==> config.mk <==
export PLATFORM = sky130hd
export DESIGN_NAME = digit_serial_adder
export DESIGN_NICKNAME = d
export VERILOG_FILES = /design/src/rtl/digit_serial_adder.sv
export SDC_FILE = /design/constraint.sdc
export NUM_CORES = 1
export LEC_CHECK = 0
export BUFFER_PORTS_ARGS = -buffer_cell sky130_fd_sc_hd__clkbuf_2
export CAP_MARGIN = 10
export CORE_ASPECT_RATIO = 0.5
export CORE_MARGIN = 2
export CORE_UTILIZATION = 30
export DETAILED_ROUTE_END_ITERATION = 16
export PLACE_DENSITY_LB_ADDON = 0.15
export SETUP_SLACK_MARGIN = 0.1
export SYNTH_ARGS = -nofsm -noshare
export SYNTH_HDL_FRONTEND = slang
export SYNTH_SLANG_ARGS = --single-unit
==> constraint.sdc <==
create_clock -name clk -period 2.05 [get_ports clk]
set_input_delay 0.3075 -clock clk [delete_from_list [all_inputs] [get_ports clk]]
set_output_delay 0.3075 -clock clk [all_outputs]
set_load 0.05 [all_outputs]
==> src/rtl/digit_serial_adder.sv <==
// digit_serial_adder: adds two WIDTH-bit operands plus carry-in, DIGIT bits per clock, start/done handshake.
// Optional signed-overflow output ovf is built when SIGNED_OVF_EN is defined.
module digit_serial_adder #(
    parameter int WIDTH = 16,
    parameter int DIGIT = 4
) (
    input  logic             clk,
    input  logic             rst,
    input  logic             start,
    input  logic [WIDTH-1:0] a,
    input  logic [WIDTH-1:0] b,
    input  logic             c0,
    output logic             busy,
    output logic             done,
    output logic [WIDTH-1:0] s,
    output logic             c
`ifdef SIGNED_OVF_EN
    ,
    output logic             ovf
`endif
);
    localparam int P  = WIDTH / DIGIT;
    localparam int CW = (P > 1) ? $clog2(P) : 1;

    typedef enum logic [1:0] {IDLE, RUN, DONE} state_t;

    state_t           state, state_nx;
    logic [WIDTH-1:0] ra, rb, res, res_nx;
    logic [CW-1:0]    cnt;
    logic             carry, last, load;
    logic [DIGIT:0]   sum;
`ifdef SIGNED_OVF_EN
    logic             sa, sb;
`endif

    always_comb begin
        sum      = {1'b0, ra[DIGIT-1:0]} + {1'b0, rb[DIGIT-1:0]} + {{DIGIT{1'b0}}, carry};
        res_nx   = WIDTH'({sum[DIGIT-1:0], res} >> DIGIT);
        last     = cnt == CW'(P - 1);
        load     = start && state != RUN;
        state_nx = (state == RUN) ? (last ? DONE : RUN) : (start ? RUN : IDLE);
        busy     = state == RUN;
        done     = state == DONE;
    end

    always_ff @(posedge clk or posedge rst) begin
        if (rst) begin
            state <= IDLE;
            ra    <= '0;
            rb    <= '0;
            res   <= '0;
            cnt   <= '0;
            carry <= 1'b0;
            s     <= '0;
            c     <= 1'b0;
`ifdef SIGNED_OVF_EN
            sa    <= 1'b0;
            sb    <= 1'b0;
            ovf   <= 1'b0;
`endif
        end else begin
            state <= state_nx;
            if (load) begin
                ra    <= a;
                rb    <= b;
                carry <= c0;
                cnt   <= '0;
`ifdef SIGNED_OVF_EN
                sa    <= a[WIDTH-1];
                sb    <= b[WIDTH-1];
`endif
            end else if (state == RUN) begin
                ra    <= ra >> DIGIT;
                rb    <= rb >> DIGIT;
                carry <= sum[DIGIT];
                res   <= res_nx;
                cnt   <= cnt + CW'(1);
                if (last) begin
                    s <= res_nx;
                    c <= sum[DIGIT];
`ifdef SIGNED_OVF_EN
                    // operand sign bits were shifted out, so the captured copies are used
                    ovf <= (sa ~^ sb) & (res_nx[WIDTH-1] != sa);
`endif
                end
            end
        end
    end
endmodule

==> Word-level counts from Yosys, hierarchy flattened <==
Cells that the tools add are included.
{ "op_classes": {"n_addsub": 3, "reduce_logical": 4, "n_eq_ne": 4, "muxes": 11, "n_bitwise": 1} }
{ "op_table": {"columns": ["operator", "count"], "rows": [
  ["2-to-1 mux 16 bit", 4],
  ["2-to-1 mux 2 bit", 4],
  ["adder 4 x 4 -> 5 bit", 1],
  ["adder 5 x 1 -> 5 bit", 1],
  ["== test 2 bit (second input constant)", 2],
  ["2-to-1 mux 1 bit", 3],
  ["AND reduction 3 bit", 1],
  ["adder 2 x 1 -> 2 bit (second input constant)", 1],
  ["== test 2 x 1 -> 1 bit (second input constant)", 1],
  ["!= test 2 x 1 -> 1 bit (second input constant)", 1],
  ["AND reduction 2 bit", 1],
  ["nonzero test 2 bit", 1],
  ["logical AND 1 bit", 1],
  ["inverter 1 bit", 1]
]} }
{ "word_totals": {"output_inout_bits": 19, "word_cells": 31, "regBits": 70, "inputBits": 36} }

==> Longest topological paths before layout <==
Gate-level depths: netlist of the first run.
{ "logic_depth": {"ltp_word": 4, "ltp_mapped": 7, "depth_no_buf": 6} }

==> Worst setup path before layout of the first run <==
OpenSTA, ideal clock, no wires.
{ "synth_timing": {"path_kind": "reg-to-reg", "startpoint": "reg ra[0]", "endpoint": "reg c", "arrival_time_ns": 1.551, "n_path_buf": 0, "required_ns": 1.968, "path_slack_ns": 0.417, "period_less_slack_ns": 1.633, "setup_ns": 0.082, "path_stages_with_launch": 7, "path_cell_list": "dfrtp_1 -> inv_1 -> fa_1 -> fa_1 -> nor2b_1 -> o21ai_0 -> a31oi_1"} }
{ "synth_between": {"elab_chain_cells": 2} }
{ "synth_rtl": {"columns": ["item", "line", "source"], "rows": [
  ["from (decl)", "28", "logic [WIDTH-1:0] ra, rb, res, res_nx;"],
  ["from (signal assigned)", "73", "ra <= ra >> DIGIT;"],
  ["adder 4 x 4 -> 5 bit", "37", "sum = {1'b0, ra[DIGIT-1:0]} + {1'b0, rb[DIGIT-1:0]} + {{DIGIT{1'b0}}, carry};"],
  ["adder 5 x 1 -> 5 bit", "37", null],
  ["to (signal assigned)", "80", "c <= sum[DIGIT];"],
  ["to (decl)", "16", "output logic c"]
]} }
No other way between the ends.
A chain may end at the register's enable or synchronous reset.

==> Worst setup path after layout of the first run <==
{ "layout_timing": {"startpoint": "reg state[1]", "endpoint": "out busy"} }
{ "layout_between": {"elab_chain_cells": 1} }
{ "layout_rtl": {"columns": ["item", "line", "source"], "rows": [
  ["from (decl)", "27", "state_t state, state_nx;"],
  ["from (signal assigned)", "62", "state <= state_nx;"],
  ["== test 2 x 1 -> 1 bit", "42", "busy = state == RUN;"],
  ["to (decl)", "13", "output logic busy,"]
]} }
No other way between the ends.

==> results.yml, run 1 <==
run_status:
  outcome: "finished, final reports clean"
logic_synthesis:
  yosysSeqAreaShare: 0.567
  synth_most_common_cell: "dfrtp_1"
  syn-num-nets: 300
  synth_edf_count: 0
  avgSynthCellArea_um2: 11.3
  yosys.area.top_type: "dfrtp_1"
  syn_inst: 258
  yosys.area.top_type_share: 0.567
  ys.warnings.count: 0
  synth_seq_cells: 66
  synthTopCellsByCount: "66 x dfrtp_1, 59 x nand2_1, 32 x mux2i_1"
  async_reset_ff_frac: 1.00
  synth_area_mm2: 0.00291
  ys.flop_type: "dfrtp_1"
  yosys-top-cells-area: "dfrtp_1 57%, mux2i_1 11%, nand2_1 7.6%, o21ai_0 5.3%, mux2_2 5.0%"
  synth_cell_types: 28
clocking:
  path_clk_slew_ps: 50
  cts_root_buf: "clkbuf_16"
  cts_sinks: 66
  insertion_delay_ps: 330
  cts_setup_buffers: 0
  cts_buffers: 9
  tritoncts: "done"
  cts-resized-gates: 0
  cts_hold_buffers: 0
  htreeDepth: 3
  clockBufferDepth: 2
layout:
  fin_cells: 453
  drive_gt1_frac: 0.280
  final_util: 0.379
  stdcell_area_mm2: 0.00358
  final_nets: 355
  area_delta_synth_final_pct: 22.9
  n_antenna_cell: 0
die:
  boundaryPins: 55
  die_area_mm2: 0.0106
  initial_core_util: 0.308
  chipWidth_um: 143
  rows: 25
  design.core.area_mm2: 0.00945
  dieHeight_um: 73.7
critical_path:
  start_kind: "register"
  r2r_cells: 6
  endpoint: "busy"
  crit_start: "state[1]"
  path_max_fanout: 40
  critPathKind: "reg -> out"
  worstPathArrival_ps: 1490
  endpoint_kind: "output pin"
  r2r_end: "carry"
  regToRegSetupSlack_ps: 310
  cp.required_ps: 1740
  timing.rr.start: "ra[0]"
sta:
  hold_viol: 0
  layout_min_cycle_time_ps: 1800
  max-slew-margin-rel: 0.683
  clock.fmax_ghz: 0.556
  clock_skew_ps: 4.32
  rsz0062_at_grt: "false"
  worst_slew_pin_slew_ps: 475
  post-route-period-util: 0.878
  maxSlewViolCount: 0
  setup-violations-final: 0
  setup_tns_ps: 0
power:
  p_per_area_mw_per_mm2: 1640
  ir_drop_mv: 0.503
  p_leak_uw: 0.00181
  fin_total_pwr_uw: 5860
global_route:
  track_usage: 0.122
  grt_pass1_wl_mm: 9.69
  antenna_found_initial: 0
  grt_max_degree: 67
  grt_pass1_vias: 1959
  grt_overflow_total: 0
placed_design:
  dp_cells: 437
  placed_area_mm2: 0.00330
  dpl.hpwl_mm: 3.92
  gp_congestion: 0.770
  portBuffers: 54
detailed_routing:
  vias_per_cell: 4.28
  dr.first_iter.drc_count: 89
  vias: 1940
  ant_nets: 0
  wirelength_mm: 5.75
  drc: 0
  wire_per_inst_um: 12.7
  dr.pass1.iters: 4
job:
  cap_violations: 0
worst_hold_path:
  hold_class: "in -> async"
registers in the layout, summed over array words and instances, names as in the netlist:
signal,count
c,1
carry,1
cnt,2
ra,16
rb,16
res,12
s,16
state,2
metrics by stage:
step,worst slack [ps],hold WS (ps)
floorplan,417,442
global placement,354,419
detailed placement,311,421
CTS,228,65.8
global route,164,69.8
finish,251,32.5
logic make-up (layout without fill, tap and decap cells):
| family | after synthesis | after routing | share of synthesized area |
|---|---|---|---|
| compound gates | 37 | 37 | 0.0687 |
| simple gates | 80 | 80 | 0.117 |
| flops | 66 | 66 | 0.567 |
| mux | 45 | 45 | 0.160 |
| xor+xnor | 1 | 1 | 0.00301 |
| buf+inv | 23 | 83 | 0.0537 |
| fa+ha+maj | 6 | 6 | 0.0309 |
critical path, cell delays in order (launching register included):
cell and delay, ps:
dfrtp_1 380, nand2b_1 240, inv_8 220, clkbuf_2 320
routing by layer:
metal / up-vias / global-route usage / share of wire
li1: 978 / - / -
met1: 912 / 0.156 / 0.50
met2: 41 / 0.186 / 0.44
met3: 9 / 0.0489 / 0.050
met4: 0 / 0.0490 / 0.015
met5: - / 0 / 0
cells in the final DEF (no fill, tap or decap), drive strengths merged, types with 3 or more instances in the layout:
cell type / count
buf: 4
clkbuf: 68
dfrtp: 66
ha: 4
inv: 8
mux2: 13
mux2i: 32
nand2: 59
nand3b: 3
nor2: 11
o21ai: 31
worst min path at each step:
stage               slack [ps]    from      to  cells after the start
floorplan                  440  res[5]  res[5]                      2
global placement           420     rst    s[4]                      3
detailed placement         420     rst    s[4]                      3
CTS                         70     rst    s[4]                      3
global route                70     rst    s[4]                      3
finish                      30     rst    s[4]                      3
final cells by class:
cell class / instances / area, µm²
clock inverter: 2 / 10.0
tap: 135 / 169
multi-input combinational: 169 / 1110
fill: 988 / 5870
timing repair buffer: 58 / 325
sequential: 66 / 1650
inverter: 9 / 45.0
clock buffer: 14 / 274
where the power goes:
part | internal (µW) | total [µW] | switching [µW]
clock network | 912 | 1430 | 513
logic | 729 | 2250 | 1520
registers | 1870 | 2180 | 316
Power figures use the tool's default switching activity.
==> run 2, diff against run 1 <==
PLACE_DENSITY_LB_ADDON = not set   (was 0.15)
clock period = 1.95 ns   (was 2.05 ns; I/O delays follow)
==> run 2 against run 1 <==
Net effect: core utilization increased by 0.94 points; critical path depth unchanged; final cell count increased by 0.44%; clock power increased by 30%; worst hold slack improved by 50 ps; sequential power increased by 5%; count of clock-buffer cells in the layout decreased by 4; global-route usage decreased by 0.37 points; critical path type unchanged.
==> results.yml, run 2 (synthesized netlist as in run 1, its figures left out) <==
clocking:
  cts_root_buf: "clkbuf_16"
  cts_sinks: 66
  path_clk_slew_ps: 60
  cts_hold_buffers: 0
  tritoncts: "done"
  insertion_delay_ps: 330
  cts-resized-gates: 0
  cts_setup_buffers: 0
  cts_buffers: 9
  clockBufferDepth: 2
  htreeDepth: 3
die:
  die_area_mm2: 0.0106
  rows: 25
  initial_core_util: 0.308
  design.core.area_mm2: 0.00945
  chipWidth_um: 143
  boundaryPins: 55
  dieHeight_um: 73.7
layout:
  final_util: 0.388
  reg.largest.list: "ra (16), rb (16), s (16)"
  mostFrequentLayoutCell: "dfrtp_1"
  n_antenna_cell: 0
  drive_gt1_frac: 0.294
  area_delta_synth_final_pct: 25.9
  final_nets: 357
  final_cell_mix: "66 x dfrtp_1, 59 x nand2_1, 53 x clkbuf_2"
  stdcell_area_mm2: 0.00367
power:
  clkPwrFrac: 0.285
  power_frac_seq: 0.350
  netSwitchingFraction: 0.383
  power_switching_uw: 2500
  combinationalPowerShare: 0.364
  p_per_area_mw_per_mm2: 1780
  p_leak_uw: 0.00184
  ir_drop_mv: 0.504
  p_int_uw: 4030
detailed_routing:
  dr.pass1.iters: 4
  vias: 1938
  dr.first_iter.drc_count: 81
  vias_per_cell: 4.26
  ant_nets: 0
  wirelength_mm: 5.60
  wire_per_inst_um: 12.3
  drc: 0
critical_path:
  critPathKind: "reg -> out"
  endpoint_kind: "output pin"
  r2r_cells: 6
  start_kind: "register"
  path_max_fanout: 45
  cp.required_ps: 1660
  worstPathArrival_ps: 1470
global_route:
  grt_pass1_wl_mm: 9.34
  grt_pass1_vias: 1896
  grt_max_degree: 46
  track_usage: 0.118
  antenna_found_initial: 0
  grt_overflow_total: 0
worst_hold_path:
  hold_class: "in -> async"
sta:
  setup-violations-final: 0
  clock_skew_ps: 5.74
  holdWs_ps: 82.8
  hold_viol: 0
  layout_min_cycle_time_ps: 1760
  worst_slew_pin_slew_ps: 764
  clock.fmax_ghz: 0.568
  setup_tns_ps: 0
  maxSlewViolCount: 0
  max-slew-margin-rel: 0.490
  rsz0062_at_grt: "false"
  post-route-period-util: 0.902
placed_design:
  dpl.hpwl_mm: 3.80
  placed_area_mm2: 0.00331
  portBuffers: 54
  gp_congestion: 0.839
run_status:
  outcome: "finished, final reports clean"
job:
  cap_violations: 0
-- run 2: cell count changes in the layout (fill, tap and decap cells not counted), sizes merged --
cell and delta:
clkbuf -4, clkinvlp +2, bufinv +3, buf +2, clkinv -1
-- run 2: power groups by stage --
| stage | logic (µW) | registers, µW | clock network, µW |
|---|---|---|---|
| final | 2380 | 2290 | 1860 |
| after CTS | 2410 | 2290 | 1910 |
| after floorplan | 1480 | 2770 | 0 |
| after global routing | 2680 | 2360 | 1980 |
| after detailed placement | 2400 | 2310 | 0 |
| after global placement | 2350 | 2300 | 0 |
-- run 2: worst max-delay path: stages, from the launching register on --
cell and delay [ps]:
dfrtp_1 380, nand2b_1 240, inv_8 230, clkbuf_4 280
-- run 2: final timing paths --
| check | slack, ps | end | start |
|---|---|---|---|
| setup / recovery | 190 | busy | state[1] |
| hold / removal | 80 | res[8] | rst |
| setup reg to reg | 260 | c | ra[0] |
| hold reg to reg | 470 | rb[6] | rb[10] |
| max in group asynchronous | 1300 | s[9] | rst |
| min in group clk | 220 | ra[13] | a[13] |
-- run 2: per-stage QoR --
stage          setup slack, ps  total power [µW]  std cells
3_3_place_gp               246              4650        439
2_1_floorplan              317              4250        258
6_report                   191              6530        455
4_1_cts                    128              6610        455
5_1_grt                    101              7020        455
3_5_place_dp               192              4710        439
-- run 2: final cells by class --
cell class	instances	area [µm²]
clock buffers	10	239
clock inverters	6	114
fillers	968	5780
inverters	9	45.0
multi-input cells	169	1110
flip-flops and latches	66	1650
well taps	135	169
repair buffers	60	343
-- run 2: layer usage --
metal	global-route usage	share of wire	vias up
met5	0	0	-
met4	0.0403	0.012	0
met3	0.0482	0.036	5
met2	0.181	0.46	27
met1	0.153	0.49	913
li1	-	-	993
==> run 3, diff against run 2 <==
CORE_MARGIN = 3   (was 2)
==> run 3 against run 2 <==
Net effect: die area up 4.1%; register-to-register slack worse by 30 ps; total power down 5.8%; fmax down 1.0%; critical path depth unchanged.
==> results.yml, run 3 (synthesized netlist as in run 1, its figures left out) <==
critical_path:
  endpoint_kind: "output pin"
  cp.required_ps: 1660
  start_kind: "register"
  path_max_fanout: 52
  critPathKind: "reg -> out"
  worstPathArrival_ps: 1480
sta:
  rsz0062_at_grt: "false"
  clock_skew_ps: 3.61
  setup_tns_ps: 0
  setup-violations-final: 0
  layout_min_cycle_time_ps: 1780
  max-slew-margin-rel: 0.611
  worst_slew_pin_slew_ps: 583
  setup_ws_ps: 173
  clock.fmax_ghz: 0.563
  hold_viol: 0
  maxSlewViolCount: 0
  post-route-period-util: 0.911
placed_design:
  gp_congestion: 0.768
  portBuffers: 54
  dp_cells: 434
  place_ws_ps: 110
  dpl.hpwl_mm: 4.21
  placed_area_mm2: 0.00329
global_route:
  antenna_found_initial: 0
  grt_overflow_total: 0
  grt_pass1_vias: 2046
  track_usage: 0.113
  grt_max_degree: 53
  grt_pass1_wl_mm: 9.87
power:
  p_leak_uw: 0.00180
  ir_drop_mv: 0.471
  p_int_uw: 3610
  power_switching_uw: 2540
  combinationalPowerShare: 0.394
  fin_total_pwr_uw: 6150
  p_per_area_mw_per_mm2: 1720
  netSwitchingFraction: 0.413
  clkPwrFrac: 0.233
  power_frac_seq: 0.374
layout:
  final_cell_mix: "66 x dfrtp_1, 59 x nand2_1, 53 x clkbuf_2"
  drive_gt1_frac: 0.297
  final_nets: 357
  reg.largest.list: "ra (16), rb (16), s (16)"
  fin_cells: 450
  n_fill_cell: 915
  area_delta_synth_final_pct: 22.8
  stdcell_area_mm2: 0.00358
  mostFrequentLayoutCell: "dfrtp_1"
  n_antenna_cell: 0
die:
  die_area_mm2: 0.0110
  boundaryPins: 55
  rows: 24
  initial_core_util: 0.321
  design.core.area_mm2: 0.00907
  chipWidth_um: 145
  dieHeight_um: 75.7
clocking:
  cts_sinks: 66
  path_clk_slew_ps: 50
  cts_buffers: 9
  tritoncts: "done"
  cts_hold_buffers: 0
  insertion_delay_ps: 320
  htreeDepth: 3
  clockBufferDepth: 2
  cts_root_buf: "clkbuf_16"
detailed_routing:
  dr.first_iter.drc_count: 120
  ant_nets: 0
  wire_per_inst_um: 13.2
  vias_per_cell: 4.43
  vias: 1992
  wirelength_mm: 5.93
  dr.pass1.iters: 4
  drc: 0
run_status:
  outcome: "finished, final reports clean"
worst_hold_path:
  hold_class: "in -> async"
job:
  cap_violations: 0
run 3: final timing paths:
| kind | from | to | slack, ps | cells past startpoint |
|---|---|---|---|---|
| setup reg to reg | ra[0] | carry | 230 | 6 |
| hold reg to reg | res[5] | res[5] | 460 | 2 |
| min in group clk | a[15] | ra[15] | 220 | 3 |
| max in group asynchronous | rst | rb[2] | 1350 | 3 |
| hold / removal | rst | res[12] | 20 | 2 |
| setup / recovery | state[0] | busy | 170 | 3 |
run 3: what timing repair did:
| item | CTS | global route |
|---|---|---|
| setup endpoints to repair | 2 | 3 |
| resized for setup | 1 | 4 |
| setup buffers | 0 | 0 |
| pin swaps | 1 | 2 |
run 3: layout make-up:
| cell class | instances | area, µm² | area share |
|---|---|---|---|
| clock inverters | 7 | 46.3 | 0.0129 |
| inverters | 9 | 50.0 | 0.0140 |
| flip-flops and latches | 66 | 1650 | 0.462 |
| repair buffers | 60 | 330 | 0.0923 |
| well taps | 130 | 163 | 0.0455 |
| clock buffers | 9 | 225 | 0.0630 |
| multi-input cells | 169 | 1110 | 0.311 |
run 3: critical path: stages (launching register included):
cell      delay, ps
dfrtp_1         410
nand2b_1        230
clkinv_8        230
clkbuf_4        280
run 3: metrics by stage:
stage / hold WS, ps / utilization
2_1_floorplan: 437 / -
3_3_place_gp: 370 / 0.363
3_5_place_dp: 386 / 0.363
4_1_cts: 43.5 / 0.393
5_1_grt: 70.3 / 0.394
6_report: 19.8 / 0.394
run 3: power by group through the flow:
stage                     clock (µW)  sequential [µW]  combinational [µW]
after global placement             0             2290                2330
after global routing            1520             2380                2710
after floorplan                    0             2770                1480
final                           1430             2300                2420
after detailed placement           0             2320                2420
after CTS                       1460             2310                2440
run 3: layer usage:
metal / part of all wire / global-route usage
met5: 0 / 0
met4: 0.018 / 0.0473
met3: 0.056 / 0.0380
met2: 0.49 / 0.190
met1: 0.44 / 0.137
